===== config.mk =====
export PLATFORM = sky130hd
export DESIGN_NAME = bin_to_bcd_seq
export DESIGN_NICKNAME = d
export VERILOG_FILES = /design/src/rtl/bin_to_bcd_seq.sv
export SDC_FILE = /design/constraint.sdc
export NUM_CORES = 1
export LEC_CHECK = 0
export CORE_UTILIZATION = 25
export DETAILED_ROUTE_END_ITERATION = 10
export RECOVER_POWER = 25
export SLEW_MARGIN = 30
export SYNTH_ARGS = -nofsm -noshare
export SYNTH_HDL_FRONTEND = slang
export SYNTH_SLANG_ARGS = --single-unit

===== constraint.sdc =====
create_clock -name clk -period 1.7 [get_ports clk]
set_input_delay 0.255 -clock clk [delete_from_list [all_inputs] [get_ports clk]]
set_output_delay 0.255 -clock clk [all_outputs]
set_load 0.02 [all_outputs]

===== src/rtl/bin_to_bcd_seq.sv =====
// Sequential binary-to-BCD converter (double dabble, one bit per clock) feeding seven-segment decoders.
// Latency: done pulses BIN_W+1 clocks after start is accepted; outputs registered.
// Backpressure: none; start is ignored while busy, so the requester must wait for busy=0 (or the done cycle).
module bin_to_bcd_seq #(
   parameter int BIN_W  = 14,
   parameter int DIGITS = 4
) (
   input  logic                  clk,
   input  logic                  reset_n,
   input  logic                  start,
   input  logic [BIN_W-1:0]      bin_in,
   input  logic                  blank_lz,
   output logic                  busy,
   output logic                  done,
   output logic                  overflow,
   output logic [4*DIGITS-1:0]   bcd_out
);

   localparam int          SW   = 4 * DIGITS;
   localparam int          CW   = $clog2(BIN_W + 1);
   localparam logic [31:0] MAXV = 32'(10 ** DIGITS - 1);

   typedef enum logic [1:0] {IDLE, SHIFT, FINISH} state_t;

   state_t           state;
   logic [BIN_W-1:0] sh;        // binary shift register, MSB feeds the scratch
   logic [SW-1:0]    scr;       // BCD scratch
   logic [SW-1:0]    scr_adj;   // scratch after the add-3 correction
   logic [SW-1:0]    bcd_fmt;   // scratch with leading-zero blanking applied
   logic [CW-1:0]    cnt;       // bits still to shift
   logic             blank_r;
   logic             ovf_r;
   logic             in_ovf;
   logic             seen;

   // Range check on the incoming value, evaluated on the accepting edge
   assign in_ovf = 32'(bin_in) > MAXV;

   // Add 3 to every nibble that would reach 10 or more after the next doubling
   always_comb begin
      scr_adj = scr;
      for (int i = 0; i < DIGITS; i++) begin
         if (scr[4*i +: 4] >= 4'd5)
            scr_adj[4*i +: 4] = scr[4*i +: 4] + 4'd3;
      end
   end

   // Blank every digit above the most significant nonzero one; digit 0 always shown
   always_comb begin
      bcd_fmt = scr;
      seen    = 1'b0;
      for (int i = DIGITS - 1; i > 0; i--) begin
         if (scr[4*i +: 4] != 4'd0)
            seen = 1'b1;
         if (blank_r && !seen)
            bcd_fmt[4*i +: 4] = 4'hF;
      end
   end

   // Control FSM with registered busy/done/overflow/bcd_out
   always_ff @(posedge clk or negedge reset_n) begin
      if (!reset_n) begin
         state    <= IDLE;
         sh       <= '0;
         scr      <= '0;
         cnt      <= '0;
         blank_r  <= 1'b0;
         ovf_r    <= 1'b0;
         busy     <= 1'b0;
         done     <= 1'b0;
         overflow <= 1'b0;
         bcd_out  <= {DIGITS{4'hF}};
      end else begin
         done <= 1'b0;
         case (state)
            IDLE: begin
               if (start) begin
                  sh      <= bin_in;
                  blank_r <= blank_lz;
                  ovf_r   <= in_ovf;
                  scr     <= '0;
                  cnt     <= CW'(BIN_W);
                  busy    <= 1'b1;
                  state   <= SHIFT;
               end
            end
            SHIFT: begin
               // carry out of the top nibble is dropped; overflow masks it anyway
               scr <= SW'({scr_adj, sh[BIN_W-1]});
               sh  <= sh << 1;
               cnt <= cnt - CW'(1);
               if (cnt == CW'(1))
                  state <= FINISH;
            end
            FINISH: begin
               overflow <= ovf_r;
               bcd_out  <= ovf_r ? {DIGITS{4'hF}} : bcd_fmt;
               done     <= 1'b1;
               busy     <= 1'b0;
               state    <= IDLE;
            end
            default: begin
               busy  <= 1'b0;
               state <= IDLE;
            end
         endcase
      end
   end

endmodule


======== Yosys cells after proc, flatten, opt, wreduce, memory -nomap -nowiden ========
Cells that the tools add are included.
word-level totals
  bits in registers ....................... 57
  latch bits .............................. 0
  memory bits (writable) .................. 0
  memory bits (read-only) ................. 0
  input bits .............................. 18
  output and inout port bits .............. 19
  logic and storage cells ................. 64
  memories ................................ 0
operators by class
  add/subtract/negate cells ............... 5
  $mul .................................... 0
  divide/modulo/power cells ............... 0
  magnitude comparators ................... 5
  equal/unequal tests ..................... 5
  shift-type cells ........................ 0
  muxes and demuxes ....................... 23
  bitwise logic cells ..................... 1
  reductions and logical operators ........ 15
operators with widths
  kind                    count
  $mux W16                2
  $pmux W16 S2            1
  $mux W4                 7
  $pmux W14 S2            1
  $ge A4 B3 Y1 const B    4
  $gt A14 B14 Y1 const B  1
  $mux W14                1
  $add A4 B2 Y4 const B   3
  $reduce_bool A4 Y1      3
  $pmux W4 S2             1
  $reduce_and A2 Y1       4
  $mux W1                 5
  $eq A4 B1 Y1 const B    1
  $mux W2                 2
  $ne A2 B2 Y1 const B    2
  $pmux W2 S2             1
  $sub A4 B1 Y4 const B   1
  $add A3 B2 Y3 const B   1
  $logic_and A1 B1 Y1     3
  $logic_not A1 Y1        3
  $mux W3                 1
  $eq A2 B1 Y1 const B    1
  $eq A2 B2 Y1 const B    1
  $logic_not A2 Y1        1
  other kinds (3)         3

======== Logic depth before layout (Yosys ltp) ========
Gate-level depths: netlist (run 1).
  depth in word-level cells ............... 8
  mapped depth ............................ 6
  gate-level depth less buffers ........... 6

======== Worst setup path after synthesis (run 1) ========
OpenSTA, ideal clock, no wires.
  path kind ............................... flip-flop to flip-flop
  from .................................... reg scr[8]
  to ...................................... reg bcd_out[5]
  library setup time ...................... 73 ps
  arrival time ............................ 1442 ps
  required time ........................... 1627 ps
  setup slack ............................. 185 ps
  cell stages (with the launch flop) ...... 7
  buffers on the path ..................... 0
  clock period less this slack ............ 1515 ps
  path through ............................ dfrtp_1 inv_1 ha_1 nor3b_1 nand3_1 or3_1 a21oi_1
between the ends
  word-level cells in the longest chain between the ends .. 7
RTL lines
  what                    RTL line  source
  start, declared         27        logic [SW-1:0] scr;
  start signal, assigned  89        scr <= SW'({scr_adj, sh[BIN_W-1]});
  $reduce_bool A4 Y1      53        if (scr[4*i +: 4] != 4'd0)
  $mux W1 (2 in a row)    53
  $logic_not A1 Y1        55        if (blank_r && !seen)
  $logic_and A1 B1 Y1     55
  $mux W4                 55
  $mux W16                97        bcd_out <= ovf_r ? {DIGITS{4'hF}} : bcd_fmt;
  end signal, assigned    72        bcd_out <= {DIGITS{4'hF}};
  end signal, assigned    97
  end, declared           16        output logic [4*DIGITS-1:0] bcd_out
No other way between the ends.
A chain may end at the register's enable or synchronous reset.

======== Final worst setup path (run 1) ========
  from .................................... reg scr[12]
  to ...................................... reg bcd_out[5]
between the ends
  word-level cells in the longest chain between the ends .. 8
RTL lines
  what                  RTL line
  $reduce_bool A4 Y1    53
  $mux W1 (3 in a row)  53
  $logic_not A1 Y1      55
  $logic_and A1 B1 Y1   55
  $mux W4               55
  $mux W16              97
No other way between the ends.

==> results by group, run 1 <==
Run status
  – Status: finished, final reports clean

STA
  – Endpoints failing setup: 0
  – Hold Slack: 0.448 ns
  – Clock skew: roughly 0.010 ns
  – Period utilization: 95.8%
  – Achievable Freq: ~610 MHz
  – RSZ-0062 raised after global routing: true
  – Number of failing hold endpoints at the final stage: 0
  – Normalized max-slew margin: about a quarter
  – Minimum clock period: 1.63 ns
  – Count of pins over their slew limit: 0
  – Tightest Pin Transition: between 1 and 1.5 ns

Clocking
  – CTS tree: built
  – H-tree depth: 3
  – CTS Buffer Depth: 2
  – Total CTS buffers: 9
  – Clock transition at path regs: about 0.07 ns
  – Clock net sink count: between 50 and 60
  – Skew-Pair Late Insertion Delay: between 0.3 and 0.4 ns
  – CTS root buffer: clkbuf_8

Critical path
  – Worst R2R Setup Slack: 0.07 ns
  – CP Capture Type: register
  – Critical-path maximum fanout: 4
  – WP data arrival: around 1.9 ns
  – Slowest-stage cell, CP: dfrtp_1
  – Crit path required time: about 2.0 ns
  – Top Family by Delay on Critical Path: simple AND/OR/NAND/NOR gates
  – Bufs and invs on worst path: 1
  – CP Launch Type: register
  – CP Cell Sequence: inv_2 -> ha_1 -> and4bb_2 -> nand3_1 -> or3_1 -> a21oi_1
  – Reg2reg end: bcd_out[5]
  – R2r startpoint: scr[12]
  – Max stage delay on crit path: about 0.42 ns
  – Kind of critical path: register to register
  – R2R depth: 6

Detailed routing
  – First DRT Iteration DRCs: 67
  – Pre-Repair DR Iteration Count: 4
  – Post-route DRC: 0
  – Wirelength per Cell: between 10 and 15 um
  – Detailed-route vias per instance: approximately 4.7
  – Final WL: around 6100 um
  – Via count: between 2000 and 2500
  – Detail Route Antenna Nets: 0

Synthesis
  – Cell Area, Synth: between 0.002 and 0.003 sq mm
  – Yosys top cell area share: between 30% and 40%
  – Yosys warnings: 0
  – Number of synthesized register bits: between 50 and 60
  – Sequential-to-total area share from yosys stat: 52.8%
  – Synth area leader: dfrtp_1
  – Synth area leaders: dfrtp_1 37%, dfstp_2 15%, nand2_1 7.4%
  – Syn Area/Cell: between 9 and 10 sq um
  – Mapped Cells: ~280
  – Number of distinct library cells after synthesis: 37
  – Syn_nets: 310

Worst hold path
  – Hold path depth: 2
  – WHS Endpoint: bcd_out[11]
  – Hold Startpoint: bcd_out[11]
  – Class of the worst hold path: register to register

Layout
  – Commonest non-fill, non-tap cell in the layout: nand2_1
  – Diode count: 0
  – Utilization after layout: 34.1%
  – Most frequent cells in the layout: 54 x nand2_1, 41 x dfrtp_1, 30 x o21ai_0
  – Layout Area Growth over Synthesis: 30.2%
  – Fin nets: about 360
  – Fraction of layout cells with a size suffix above 1: 19.9%

Global route
  – Total grt overflow: 0
  – Largest net degree at the start of global routing: 39
  – Initial antenna violation count: 0
  – Vias in the first global route: ~2200
  – Total GRT Usage: 11.7%
  – First-pass GRT wire length: between 10000 and 15000 um

Power and ir drop
  – Power per Cell Area: 1820 mW/mm^2
  – Max IR drop VDD: between 0.0005 and 0.0006 V
  – Final Total Pwr: ~6.5 mW
  – Leak pwr: ~1.6 nW

Floorplan
  – Die height: roughly 110 um
  – Die area: roughly 0.011 sq mm
  – I/O Pins: 37
  – Chip width: about 110 um
  – Initial Utilization: a little over a quarter
  – Row cnt: 37
  – Core Box Area: between 0.01 and 0.015 sq mm

Placement
  – IO Port Bufs: 36
  – GP Congestion: between 0.7 and 0.8
  – Dpl hpwl: 4340 um

Run
  – Maxcap violations: 0
==> through the flow <==
step	area, sq um	worst slack, ns	instances	TNS (ns)
floorplan	2740	0.185	279	0
global placement	3340	0.0247	454	0
detailed placement	3340	-0.000843	454	-0.000843
CTS	3540	0.0136	471	0
global route	3570	-0.0300	472	-0.0300
finish	3570	0.0718	472	0
==> synth_stat cells, drive strengths merged <==
master and count:
clkbuf 4, nor3b 5, nor4 1, mux2 3
a21o 1, dfrtp 41, o21ai 30, dfstp 16
xnor2 4, a311o 1, nand2 55, o311ai 1
nand2b 6, and3 1, xor2 1, and2 1
nor2 7, nor2b 1, inv 13, or2 1
and4bb 1, or3b 1, a21oi 9, nand3 13
o31ai 8, nor3 4, ha 13, or3 3
a31oi 4, a22oi 13, a211oi 2, buf 11
a32o 4
==> how the worst max path moves through the flow <==
stage / from / depth (start not counted) / end
final: scr[12] / 6 / bcd_out[5]
after global routing: scr[12] / 6 / bcd_out[5]
after CTS: scr[12] / 6 / bcd_out[5]
after detailed placement: start / 5 / scr[3]
after global placement: bin_in[7] / 5 / ovf_r
after floorplan: scr[8] / 6 / bcd_out[5]
==> metal layers <==
metal | track usage [%] | vias up | routed length [um]
met2 | 18.8 | 53 | 2900
met5 | 0 | - | 0
met1 | 14.4 | 1062 | 2800
met4 | 4.99 | 0 | 119
li1 | - | 1077 | -
met3 | 3.53 | 12 | 277
==> worst register-to-register path, delay by kind of cell (launching register included) <==
family	cells	cell delay, ns
AOI/OAI and AO/OA	1	0.16
adders and majority gates	1	0.14
and+or+nand+nor	3	0.74
DFF	1	0.42
buffers and inverters	1	0.10
==> power breakdown <==
group | leakage (nW) | switching, mW | internal (mW)
sequential | 0.677 | 0.456 | 2.04
combinational | 0.845 | 1.42 | 1.20
clock | 0.106 | 0.562 | 0.817
==> cells by family after synthesis <==
family                   share of synthesized area, %
AND/OR/NAND/NOR                                  17.3
AO/OA/AOI/OAI                                    16.8
flip-flops                                       52.8
buffers and inverters                            4.34
adder cells (fa/ha/maj)                          5.94
XOR/XNOR                                         1.60
multiplexers                                     1.23
==> area by class of cell <==
| class | instances | area, sq um |
|---|---|---|
| clock buffers | 10 | 128 |
| clock inverters | 6 | 82.6 |
| fillers | 1107 | 6890 |
| inverters | 13 | 48.8 |
| multi-input cells | 194 | 1190 |
| flip-flops and latches | 57 | 1450 |
| well taps | 136 | 170 |
| repair buffers | 56 | 499 |
==> flip-flops by register name, summed over array words and instances, names as in the netlist <==
signal / flops
state: 2
done: 1
sh: 14
cnt: 4
scr: 16
bcd_out: 16
blank_r: 1
busy: 1
overflow: 1
ovf_r: 1
==> repair_timing <==
action / 4_1_cts / 5_1_grt
setup endpoints to repair: 16 / 5
hold buffers: 1 / 0
buffers inserted: 0 / 1
hold endpoints to repair: 3 / 0
pin swaps: 0 / 1
resized for setup: 16 / 8
Note: power is estimated with default switching activity, not from simulation.
==> inputs of run 2 (changes only) <==
Settings changed: CTS_CLUSTER_DIAMETER from default to 50.
==> results of run 2 <==
Final layout, timing and power as in run 1 (identical DEF).
